### src/rtl/mac_pkg.sv
// Shared definitions for the FP16 MAC wrapper: operand width, FP16 word type
// and the operand feeder state encoding.
package mac_pkg;

   localparam int DATA_W = 16;

   typedef logic [DATA_W-1:0] fp16_t;

   typedef enum logic [1:0] {
      FS_IDLE   = 2'd0,
      FS_CLEAR  = 2'd1,
      FS_STREAM = 2'd2,
      FS_DONE   = 2'd3
   } feeder_state_e;

endpackage : mac_pkg

### src/rtl/operand_buffer.sv
// Operand pair storage for the MAC feeder: DEPTH entries of {A,B}, one
// synchronous write port and one asynchronous read port. Storage is not reset;
// the feeder only reads entries it has written since the last DONE or reset.
module operand_buffer #(
   parameter  int WIDTH  = 32,
   parameter  int DEPTH  = 8,
   localparam int ADDR_W = $clog2(DEPTH)
) (
   input  logic              clk,
   input  logic              wr_en,
   input  logic [ADDR_W-1:0] wr_addr,
   input  logic [WIDTH-1:0]  wr_data,
   input  logic [ADDR_W-1:0] rd_addr,
   output logic [WIDTH-1:0]  rd_data
);

   logic [WIDTH-1:0] mem [DEPTH];

   // Write the accepted load beat into the addressed entry.
   always_ff @(posedge clk) begin
      if (wr_en) begin
         mem[wr_addr] <= wr_data;
      end
   end

   assign rd_data = mem[rd_addr];

endmodule : operand_buffer

### src/rtl/mac_operand_feeder.sv
// Upstream stage of the FP16 MAC wrapper. Collects up to DEPTH (A,B) pairs
// from a valid/ready port, then on start issues a one-cycle accumulator clear
// followed by one pair per cycle (stallable by hold), and pulses done after
// the last pair. Operands are passed through bit-exact.
module mac_operand_feeder #(
   parameter  int DATA_W = mac_pkg::DATA_W,
   parameter  int DEPTH  = 8,
   localparam int ADDR_W = $clog2(DEPTH)
) (
   input  logic              clk,
   input  logic              reset,
   input  logic              in_valid,
   output logic              in_ready,
   input  logic [DATA_W-1:0] in_a,
   input  logic [DATA_W-1:0] in_b,
   input  logic              start,
   input  logic              hold,
   output logic              mac_clr,
   output logic              mac_en,
   output logic [DATA_W-1:0] mac_a,
   output logic [DATA_W-1:0] mac_b,
   output logic              busy,
   output logic              done,
   output logic [ADDR_W:0]   count
);

   import mac_pkg::*;

   localparam logic [ADDR_W:0]   DEPTH_C   = (ADDR_W+1)'(DEPTH);
   localparam logic [ADDR_W:0]   CNT_ONE_C = (ADDR_W+1)'(1);
   localparam logic [ADDR_W-1:0] PTR_ONE_C = ADDR_W'(1);

   feeder_state_e       state_q, state_d;
   logic [ADDR_W:0]     count_q, count_d;
   logic [ADDR_W-1:0]   wr_ptr_q, wr_ptr_d;
   logic [ADDR_W-1:0]   rd_ptr_q, rd_ptr_d;
   logic                all_issued_q, all_issued_d;
   logic                mac_clr_q, mac_clr_d;
   logic                mac_en_q, mac_en_d;
   logic [DATA_W-1:0]   mac_a_q, mac_a_d;
   logic [DATA_W-1:0]   mac_b_q, mac_b_d;
   logic                done_q, done_d;

   logic                buf_we;
   logic [2*DATA_W-1:0] rd_data;
   logic                beat_accept;
   logic                last_pair;

   operand_buffer #(
      .WIDTH (2*DATA_W),
      .DEPTH (DEPTH)
   ) u_buffer (
      .clk     (clk),
      .wr_en   (buf_we),
      .wr_addr (wr_ptr_q),
      .wr_data ({in_a, in_b}),
      .rd_addr (rd_ptr_q),
      .rd_data (rd_data)
   );

   // Loading is only possible in IDLE with room left; a start request takes
   // priority over a beat presented in the same cycle.
   assign in_ready    = (state_q == FS_IDLE) && (count_q < DEPTH_C) && !start;
   assign beat_accept = in_valid && in_ready;

   // The pair at rd_ptr is the final one of this dot product.
   assign last_pair   = ({1'b0, rd_ptr_q} == (count_q - CNT_ONE_C));

   // Sequencer: next state, pointer/count updates and next output values.
   always_comb begin
      state_d      = state_q;
      count_d      = count_q;
      wr_ptr_d     = wr_ptr_q;
      rd_ptr_d     = rd_ptr_q;
      all_issued_d = all_issued_q;
      mac_clr_d    = 1'b0;
      mac_en_d     = 1'b0;
      mac_a_d      = mac_a_q;
      mac_b_d      = mac_b_q;
      done_d       = 1'b0;
      buf_we       = 1'b0;

      case (state_q)
         FS_IDLE: begin
            if (start && (count_q != {(ADDR_W+1){1'b0}})) begin
               state_d      = FS_CLEAR;
               mac_clr_d    = 1'b1;
               rd_ptr_d     = {ADDR_W{1'b0}};
               all_issued_d = 1'b0;
            end else if (beat_accept) begin
               buf_we   = 1'b1;
               wr_ptr_d = wr_ptr_q + PTR_ONE_C;
               count_d  = count_q + CNT_ONE_C;
            end else begin
               state_d = FS_IDLE;
            end
         end

         FS_CLEAR: begin
            // The first pair is queued while the clear is on the bus.
            state_d      = FS_STREAM;
            mac_en_d     = 1'b1;
            mac_a_d      = rd_data[2*DATA_W-1:DATA_W];
            mac_b_d      = rd_data[DATA_W-1:0];
            rd_ptr_d     = rd_ptr_q + PTR_ONE_C;
            all_issued_d = last_pair;
         end

         FS_STREAM: begin
            if (all_issued_q) begin
               state_d = FS_DONE;
               done_d  = 1'b1;
               mac_a_d = {DATA_W{1'b0}};
               mac_b_d = {DATA_W{1'b0}};
            end else if (hold) begin
               mac_en_d = 1'b0;
            end else begin
               mac_en_d     = 1'b1;
               mac_a_d      = rd_data[2*DATA_W-1:DATA_W];
               mac_b_d      = rd_data[DATA_W-1:0];
               rd_ptr_d     = rd_ptr_q + PTR_ONE_C;
               all_issued_d = last_pair;
            end
         end

         FS_DONE: begin
            state_d      = FS_IDLE;
            count_d      = {(ADDR_W+1){1'b0}};
            wr_ptr_d     = {ADDR_W{1'b0}};
            rd_ptr_d     = {ADDR_W{1'b0}};
            all_issued_d = 1'b0;
         end

         default: begin
            state_d      = FS_IDLE;
            count_d      = {(ADDR_W+1){1'b0}};
            wr_ptr_d     = {ADDR_W{1'b0}};
            rd_ptr_d     = {ADDR_W{1'b0}};
            all_issued_d = 1'b0;
            mac_a_d      = {DATA_W{1'b0}};
            mac_b_d      = {DATA_W{1'b0}};
         end
      endcase
   end

   // State, pointer, count and output registers; reset aborts any sequence.
   always_ff @(posedge clk or posedge reset) begin
      if (reset) begin
         state_q      <= FS_IDLE;
         count_q      <= {(ADDR_W+1){1'b0}};
         wr_ptr_q     <= {ADDR_W{1'b0}};
         rd_ptr_q     <= {ADDR_W{1'b0}};
         all_issued_q <= 1'b0;
         mac_clr_q    <= 1'b0;
         mac_en_q     <= 1'b0;
         mac_a_q      <= {DATA_W{1'b0}};
         mac_b_q      <= {DATA_W{1'b0}};
         done_q       <= 1'b0;
      end else begin
         state_q      <= state_d;
         count_q      <= count_d;
         wr_ptr_q     <= wr_ptr_d;
         rd_ptr_q     <= rd_ptr_d;
         all_issued_q <= all_issued_d;
         mac_clr_q    <= mac_clr_d;
         mac_en_q     <= mac_en_d;
         mac_a_q      <= mac_a_d;
         mac_b_q      <= mac_b_d;
         done_q       <= done_d;
      end
   end

   assign mac_clr = mac_clr_q;
   assign mac_en  = mac_en_q;
   assign mac_a   = mac_a_q;
   assign mac_b   = mac_b_q;
   assign done    = done_q;
   assign busy    = (state_q == FS_CLEAR) || (state_q == FS_STREAM);
   assign count   = count_q;

endmodule : mac_operand_feeder

### config.mk
export PLATFORM = sky130hd
export DESIGN_NAME = mac_operand_feeder
export DESIGN_NICKNAME = d
export VERILOG_FILES = /design/src/rtl/mac_pkg.sv /design/src/rtl/operand_buffer.sv /design/src/rtl/mac_operand_feeder.sv
export SDC_FILE = /design/constraint.sdc
export NUM_CORES = 1
export LEC_CHECK = 0
export BUFFER_PORTS_ARGS = -buffer_cell sky130_fd_sc_hd__buf_2
export CAP_MARGIN = 20
export CORE_MARGIN = 10
export CORE_UTILIZATION = 55
export CTS_BUF_LIST = sky130_fd_sc_hd__clkbuf_16
export CTS_CLUSTER_SIZE = 25
export DETAILED_ROUTE_END_ITERATION = 8
export PLACE_DENSITY = 0.73
export SYNTH_ARGS = -nofsm -noshare
export SYNTH_HDL_FRONTEND = slang
export SYNTH_SLANG_ARGS = --single-unit
### constraint.sdc
create_clock -name clk -period 5.4 [get_ports clk]
set_input_delay 0.27 -clock clk [delete_from_list [all_inputs] [get_ports clk]]
set_output_delay 0.27 -clock clk [all_outputs]
set_load 0.1 [all_outputs]
==> results of run 1 <==
final cells by class:
type,count,area share
diodes,1,0.000179
clock buffers,31,0.0555
clock inverters,27,0.0184
inverters,11,0.00295
multi-input cells,315,0.205
flip-flops and latches,304,0.636
well taps,275,0.0246
repair buffers,120,0.0581
what timing repair did:
action / in CTS / in global routing
resized for setup: 0 / 0
setup buffers: 0 / 0
hold endpoints to repair: 256 / 0
hold buffers: 29 / 0
worst max-delay path, delay by kind of cell, from the launching register on:
family	cells	cell delay [ns]
compound gates	2	0.25
buf+inv	1	0.64
flops	1	1.11
mux	1	0.57
simple gates	1	0.12
kinds of logic after synthesis:
| kind of cell | Yosys count |
|---|---|
| DFF | 304 |
| and+or+nand+nor | 113 |
| muxes | 98 |
| AOI/OAI and AO/OA | 93 |
| buffers and inverters | 43 |
| adders and majority gates | 8 |
| xor gates and xnor gates | 3 |
synth_stat cells, types with 3 or more instances:
cell	number
buf_2	6
inv_1	11
o21ai_0	12
mux2_2	43
ha_1	8
or2_2	3
mux2i_1	23
nand2b_1	7
nor2b_1	24
o21ai_1	11
o22ai_1	21
mux4_1	10
buf_4	4
a21oi_1	5
clkbuf_1	15
buf_12	4
nor3b_1	3
a221o_1	10
edfxtp_1	256
mux4_2	22
dfrtp_1	48
nor3_1	4
nand2_1	40
o31ai_1	24
nor2_1	24
flip-flops by register name, summed over array words and instances, names as in the netlist:
signal	count
u_buffer.mem	256
mac_a	16
mac_b	16
count	4
rd_ptr_q	3
wr_ptr_q	3
state_q	2
all_issued_q	1
done	1
mac_clr	1
mac_en	1
worst min path at each step:
stage / from / slack [ns] / to / depth (start not counted)
after floorplan: in_b[0] / 0.37 / u_buffer.mem[0][0] / 0
after global placement: mac_a[8] / 0.46 / mac_a[8] / 2
after detailed placement: mac_a[10] / 0.47 / mac_a[10] / 2
after CTS: in_b[1] / 0.001 / u_buffer.mem[1][1] / 1
after global routing: in_a[3] / 0.01 / u_buffer.mem[6][19] / 1
final: in_a[9] / 0.007 / u_buffer.mem[3][25] / 1
power breakdown:
part	switching (mW)	total [mW]	internal, mW
registers	0.259	3.03	2.78
clock network	0.844	2.12	1.28
logic	1.89	2.70	0.812
placed cells by master (no fill, tap or decap), types with 3 or more instances in the layout:
cell / instances
edfxtp_1: 256
buf_2: 77
dfrtp_1: 46
mux2_2: 43
nand2_1: 40
clkbuf_16: 31
dlygate4sd3_1: 29
nor2b_1: 24
o31ai_1: 24
mux2i_1: 23
mux4_2: 22
o22ai_1: 21
nor2_1: 18
inv_1: 14
o21ai_0: 12
buf_4: 12
o21ai_1: 11
clkinv_1: 11
a221o_1: 10
mux4_1: 10
ha_1: 8
nand2b_1: 7
nor2_4: 6
bufinv_16: 5
a21oi_1: 4
nor3b_1: 3
or2_2: 3
metal layers:
layer | vias to the layer above | share of wire
li1 | 2861 | -
met1 | 3282 | 0.40
met2 | 220 | 0.52
met3 | 38 | 0.062
met4 | 0 | 0.017
met5 | - | 0
==> impl_metrics.csv, run 1 <==
group,metric,value,unit
clock_network,numCtsBuffers,31,
global_route,grtUsageMet3,0.0309,
critical_path,worst_r2r_dst,"mac_a[4]",
sta,final.hold.worst_slack,0.00725,ns
cells_and_area,final_nets,828,
global_route,grt_pass1_vias,6752,
clock_network,clk_path_buf_depth,3,
sta,fin_skew,0.00907,ns
die,floorplan.die_area,0.0280,mm²
critical_path,critical-path-max-stage-delay,1.11,ns
critical_path,worst_ep_required_time,5.85,ns
critical_path,crit_type,"flip-flop to flip-flop",
logic_synthesis,postSynthNetCount,707,
drt,avgRoutedWirePerCell,22.9,µm
power_and_ir_drop,worst_ir_drop_vdd,0.289,mV
global_route,grt_util_met2,0.299,
global_route,global_route.usage.total,0.172,
drt,drt_pre_antenna_iters,5,
logic_synthesis,multiplexer_share_of_the_synthesized_area,0.123,
logic_synthesis,post_synth_instance_area,0.0119,mm²
die,die_w,167,µm
clock_network,cts_tree,"done",
die,boundaryPins,78,
cells_and_area,final_area,0.0140,mm²
logic_synthesis,synth_async_sr_flop_share,0.158,
sta,timing.final.crit_share,0.523,
placement,gp_congestion,0.753,
run,maxCapViolCount,0,
cells_and_area,area_of_the_multi_input_gates,0.00286,mm²
drt,detail-route-antenna-nets,0,
critical_path,crit_end,"mac_a[4]",
power_and_ir_drop,total_power,7.86,mW
logic_synthesis,post_synth_and_or_nand_nor_area_fraction,0.0467,
logic_synthesis,synthesis.yosys.warnings,0,
logic_synthesis,synthesis.instances,662,
drt,drc_errors,0,
logic_synthesis,synth_top_area_share,0.643,
cells_and_area,area_growth,17.1,%
sta,final_max_slew_viol_count,0,
clock_network,cts_root_buffer,"clkbuf_16",
critical_path,timing.critical_path.to_type,"flip-flop",
die,rows,53,
drt,wl,24800,µm
die,dieHeight,167,µm
power_and_ir_drop,power.leakage,4.96,nW
critical_path,worst-r2r-setup-slack,2.57,ns
clock_network,clkLatencyLatePin,0.55,ns
global_route,grt_most_used_layer,"met2",
min_path,worstHoldPathType,"input pin to flip-flop",
logic_synthesis,number_of_enable_type_register_cells_in_the_synthesized_netlist,256,
critical_path,crit_chain,"buf_4 -> mux4_2 -> nor2_1 -> a2111oi_2 -> a21o_1",
outcome,status,"completed",
logic_synthesis,synth_fa_ha_area_frac,0.00838,
critical_path,critical_path.reg2reg.startpoint,"rd_ptr_q[0]",
sta,finalWorstSetupSlack,2.57,ns
critical_path,critical_path_arrival,3.27,ns
global_route,antenna_found_initial,1,
placement,port-buffer-count,77,
sta,timing.final.setup_violations,0,
logic_synthesis,synth_area_leader_cell,"edfxtp_1",
logic_synthesis,synthesis_stage_register_bit_count,304,
logic_synthesis,ys_top_cells_by_area,"edfxtp_1 64%, dfrtp_1 10%, mux4_2 4.1%",
global_route,grt_pass1_wl,38500,µm
critical_path,critPathLaunchType,"flip-flop",
sta,unrepaired_setup_endpoints_after_global_routing,"no",
cells_and_area,finish.cell_count_without_fillers,1084,
logic_synthesis,post_synth_xor_area_fraction,0.00220,
sta,time_the_worst_path_needs_with_i_o_delays_and_setup,2.83,ns
sta,setup_total_negative_slack,0,ns
critical_path,ff2ff_path_depth,5,
clock_network,htree_levels,1,
logic_synthesis,yosysSeqAreaShare,0.744,
logic_synthesis,avgSynthCellArea,18.0,µm²
cells_and_area,fillers,1431,
power_and_ir_drop,p_per_area,562,mW/mm²
sta,worst_slew_margin_relative_to_its_limit,0.295,
sta,worstMarginPinSlew,1.06,ns
placement,placed_cells_incl_taps,995,
cells_and_area,postLayoutCoreUtil,0.659,
logic_synthesis,synth.lib_cells_used.distinct,43,
clock_network,clk_transition_reported_paths,0.06,ns
critical_path,timing.critical_path.from,"rd_ptr_q[0]",
global_route,overflow,0,
drt,drt_iter0_drc,464,
logic_synthesis,synth_ff_type,"edfxtp_1",
die,core-area,0.0212,mm²
clock_network,cts_num_sinks,304,
critical_path,cp_slowest_cell,"dfrtp_4",
cells_and_area,seq_area,0.00889,mm²
placement,detailedPlacementHpwl,13800,µm
global_route,grtUsageMet1,0.218,
placement,post_placement_cell_area,0.0126,mm²
sta,fmaxAchievable,0.354,GHz
global_route,grt_start_max_net_pins,64,
sta,timing.final.hold_violations,0,
placement,detailedPlace.worstSlack,2.53,ns
die,initial_core_util,0.563,
drt,route.vias.total,6401,
cells_and_area,final_layout_size_suffix_gt1_frac,0.269,
logic_synthesis,synth_compound_gate_area_share,0.0534,
critical_path,critPathMaxFanout,63,
drt,viasPerCell,5.90,
logic_synthesis,synth_top_family_by_area,"multiplexers",
Note: power is estimated with default switching activity, not from simulation.
==> inputs of run 2 (changes only) <==
--- a/config.mk
+++ b/config.mk
@@ -5,14 +5,15 @@
 export SDC_FILE = /design/constraint.sdc
 export NUM_CORES = 1
 export LEC_CHECK = 0
+export ABC_AREA = 1
 export BUFFER_PORTS_ARGS = -buffer_cell sky130_fd_sc_hd__buf_2
 export CAP_MARGIN = 20
 export CORE_MARGIN = 10
-export CORE_UTILIZATION = 55
+export CORE_UTILIZATION = 54
 export CTS_BUF_LIST = sky130_fd_sc_hd__clkbuf_16
 export CTS_CLUSTER_SIZE = 25
 export DETAILED_ROUTE_END_ITERATION = 8
-export PLACE_DENSITY = 0.73
+export PLACE_DENSITY = 0.75
 export SYNTH_ARGS = -nofsm -noshare
 export SYNTH_HDL_FRONTEND = slang
 export SYNTH_SLANG_ARGS = --single-unit
==> constraint.sdc (replaced) <==
create_clock -name clk -period 2.5 [get_ports clk]
set_input_delay 0.125 -clock clk [delete_from_list [all_inputs] [get_ports clk]]
set_output_delay 0.125 -clock clk [all_outputs]
set_load 0.1 [all_outputs]
==> run 2 against run 1 <==
Area after synthesis increased by 1.0%. Sequential cell count unchanged. Combinational power increased by 150%. Die area increased by 2.5%. Sequential power increased by 110%. Final area increased by 0.99%. Critical path depth increased by 2. Count of clock-buffer cells in the layout unchanged. Wire length increased by 4.2%. Critical path type unchanged. Largest cell class unchanged.
==> impl_metrics.csv, run 2 <==
group,metric,value,unit
outcome,status,"completed",
critical_path,timing.critical_path.to_type,"flip-flop",
drt,wl,25800,µm
placement,gp_congestion,0.775,
critical_path,crit_chain,"inv_1 -> ha_1 -> nand3_1 -> inv_1 -> nand2_1 -> nor3_4 -> buf_12",
cells_and_area,largest_register_ffs,256,
sta,fmaxAchievable,0.470,GHz
global_route,global_route.usage.total,0.176,
sta,time_the_worst_path_needs_with_i_o_delays_and_setup,2.13,ns
sta,worstMarginPinSlew,0.964,ns
cells_and_area,final_cell_mix,"256 x edfxtp_1, 204 x nor2_1, 138 x o21ai_0",
critical_path,crit_type,"flip-flop to flip-flop",
global_route,grt_pass1_vias,7751,
power_and_ir_drop,p_per_area,1230,mW/mm²
logic_synthesis,synth.lib_cells_used.distinct,26,
sta,timing.final.crit_share,0.851,
sta,fin_skew,0.00963,ns
critical_path,critical_path.reg2reg.startpoint,"state_q[0]",
critical_path,worst-path-buf-inv,3,
die,dieHeight,169,µm
clock_network,clkLatencyLatePin,0.55,ns
logic_synthesis,postSynthNetCount,1012,
drt,drt_pre_antenna_iters,5,
global_route,overflow,0,
critical_path,timing.critical_path.from,"state_q[0]",
logic_synthesis,multiplexer_share_of_the_synthesized_area,0,
power_and_ir_drop,worst_ir_drop_vdd,0.900,mV
cells_and_area,antennaDiodeCount,0,
logic_synthesis,avgSynthCellArea,12.5,µm²
run,maxCapViolCount,0,
die,initial_core_util,0.551,
logic_synthesis,post_synth_instance_area,0.0121,mm²
drt,detail-route-antenna-nets,0,
clock_network,cts_root_buffer,"clkbuf_16",
logic_synthesis,synthTopCellsByCount,"256 x edfxtp_1, 211 x nor2_1, 138 x o21ai_0, 101 x nand2_1, 64 x o211ai_1",
die,boundaryPins,78,
logic_synthesis,number_of_enable_type_register_cells_in_the_synthesized_netlist,256,
drt,drc_errors,0,
logic_synthesis,yosysMostFrequentCell,"edfxtp_1",
cells_and_area,final_layout_size_suffix_gt1_frac,0.146,
logic_synthesis,yosysSeqAreaShare,0.737,
die,die_w,169,µm
placement,port-buffer-count,77,
power_and_ir_drop,power.leakage,5.20,nW
drt,drt_iter0_drc,642,
critical_path,critPathMaxFanout,32,
logic_synthesis,synth_async_sr_flop_share,0.158,
clock_network,post_cts.resized_instances,0,
clock_network,clk_path_buf_depth,3,
clock_network,clk_transition_reported_paths,0.06,ns
sta,setup_total_negative_slack,0,ns
sta,timing.final.hold_violations,0,
drt,route.vias.total,7729,
clock_network,numCtsBuffers,30,
logic_synthesis,synth_top_area_share,0.637,
cells_and_area,postLayoutCoreUtil,0.645,
cells_and_area,most_common_cell_after_layout_fill_and_taps_aside,"edfxtp_1",
cells_and_area,area_growth,17.1,%
min_path,worstHoldPathType,"input pin to flip-flop",
global_route,grt_start_max_net_pins,132,
drt,viasPerCell,5.59,
critical_path,critical_path_arrival,2.36,ns
placement,detailedPlacementHpwl,14900,µm
logic_synthesis,synthesis.instances,967,
clock_network,cts_num_sinks,304,
logic_synthesis,post_synth_xor_area_fraction,0.00290,
critical_path,cp_slowest_cell,"dfrtp_1",
sta,worst_slew_margin_relative_to_its_limit,0.353,
clock_network,cts_tree,"done",
logic_synthesis,synth_area_leader_cell,"edfxtp_1",
global_route,grt_pass1_wl,41100,µm
cells_and_area,final_nets,1123,
critical_path,worstSetupPathDepth,7,
critical_path,worst_ep_required_time,2.73,ns
global_route,antenna_found_initial,0,
sta,unrepaired_setup_endpoints_after_global_routing,"no",
critical_path,crit_end,"u_buffer.mem[3][6]",
cells_and_area,fillers,1604,
critical_path,ff2ff_path_depth,7,
critical_path,critPathLaunchType,"flip-flop",
sta,final.hold.worst_slack,0.0743,ns
logic_synthesis,synthesis_stage_register_bit_count,304,
logic_synthesis,synth_compound_gate_area_share,0.101,
cells_and_area,registers.top_by_ff_count,"u_buffer.mem",
die,rows,54,
logic_synthesis,synth_ff_type,"edfxtp_1",
critical_path,worst_path_most_repeated_cell,"inv_1",
die,floorplan.die_area,0.0287,mm²
critical_path,critical-path-max-stage-delay,0.43,ns
logic_synthesis,synth_top_family_by_area,"simple AND/OR/NAND/NOR gates",
logic_synthesis,synth_fa_ha_area_frac,0.00829,
sta,timing.final.setup_violations,0,
logic_synthesis,ys_top_cells_by_area,"edfxtp_1 64%, dfrtp_1 10%, nor2_1 6.6%",
logic_synthesis,post_synth_and_or_nand_nor_area_fraction,0.117,
critical_path,worst_r2r_dst,"u_buffer.mem[3][6]",
critical_path,critical_path.top_delay_family,"simple AND/OR/NAND/NOR gates",
critical_path,worst-r2r-setup-slack,0.37,ns
drt,avgRoutedWirePerCell,18.7,µm
sta,final_max_slew_viol_count,0,
logic_synthesis,synthesis.yosys.warnings,0,
clock_network,htree_levels,1,
die,core-area,0.0219,mm²
==> run 2: cell types whose count changed after synthesis, sizes merged, moves of 13 or more <==
cell | previous run | this run
buf | 17 | 30
clkbuf | 15 | 28
inv | 11 | 25
mux2 | 43 | 0
mux2i | 23 | 0
mux4 | 32 | 0
nand2 | 40 | 101
nand3 | 1 | 39
nor2 | 24 | 211
nor2b | 24 | 0
o211ai | 1 | 64
o21ai | 23 | 138
o22ai | 21 | 2
o31ai | 24 | 0
==> run 2: cells by family after synthesis <==
family	count (synthesis)
XOR/XNOR	4
adder cells (fa/ha/maj)	8
buffers and inverters	84
flip-flops	304
AO/OA/AOI/OAI	209
AND/OR/NAND/NOR	358
==> run 2: power breakdown <==
group	leakage, nW	internal, mW	switching (mW)	total [mW]
registers	2.90	6.05	0.337	6.39
clock network	0.482	2.43	1.81	4.24
logic	1.82	1.50	5.23	6.73
total	5.20	9.99	7.37	17.4
==> run 2: layout make-up <==
| type | count | area (µm²) | share of cell area |
|---|---|---|---|
| multi-input cells | 579 | 2830 | 0.201 |
| clock inverters | 25 | 163 | 0.0115 |
| clock buffers | 31 | 776 | 0.0549 |
| inverters | 26 | 98.8 | 0.00700 |
| repair buffers | 137 | 1010 | 0.0716 |
| flip-flops and latches | 304 | 8900 | 0.630 |
| well taps | 280 | 350 | 0.0248 |
==> run 2: layer usage <==
metal / share of wire / wire, µm / track usage / vias up
li1: - / - / - / 3674
met1: 0.43 / 11000 / 0.232 / 3784
met2: 0.50 / 13000 / 0.297 / 237
met3: 0.055 / 1410 / 0.0289 / 34
met4: 0.017 / 438 / 0.0439 / 0
met5: 0 / 0 / 0 / -
==> run 2: metrics by stage <==
stage               area (µm²)  setup slack, ns  std cells  total power, mW
finish                   14100            0.371       1382             17.4
global placement         12800            0.522       1291             13.1
global route             14100            0.199       1382             18.3
floorplan                12100           -0.559        967             11.7
detailed placement       12800            0.433       1291             13.2
CTS                      14100            0.401       1382             17.5
==> run 2: worst min-delay path by stage <==
stage / from / end / slack (ns) / cells past startpoint
6_report: in_valid / state_q[1] / 0.07 / 4
5_1_grt: in_valid / state_q[0] / 0.14 / 4
4_1_cts: in_valid / state_q[1] / 0.05 / 4
3_5_place_dp: reset / mac_a[9] / 0.18 / 3
3_3_place_gp: reset / mac_a[9] / 0.17 / 3
2_1_floorplan: in_b[0] / u_buffer.mem[0][0] / 0.22 / 0
==> run 2: worst register-to-register path, delay by kind of cell (launching register included) <==
family	cells	cell delay, ns
adders and majority gates	1	0.22
DFF	1	0.43
and+or+nand+nor	3	0.64
buffers and inverters	3	0.50
==> run 2: repair_timing <==
action                                  in CTS  in global routing
setup buffers                                0                  0
endpoints found under the setup margin       0                  0
endpoints found under the hold margin      306                  0
hold buffers                                35                  0
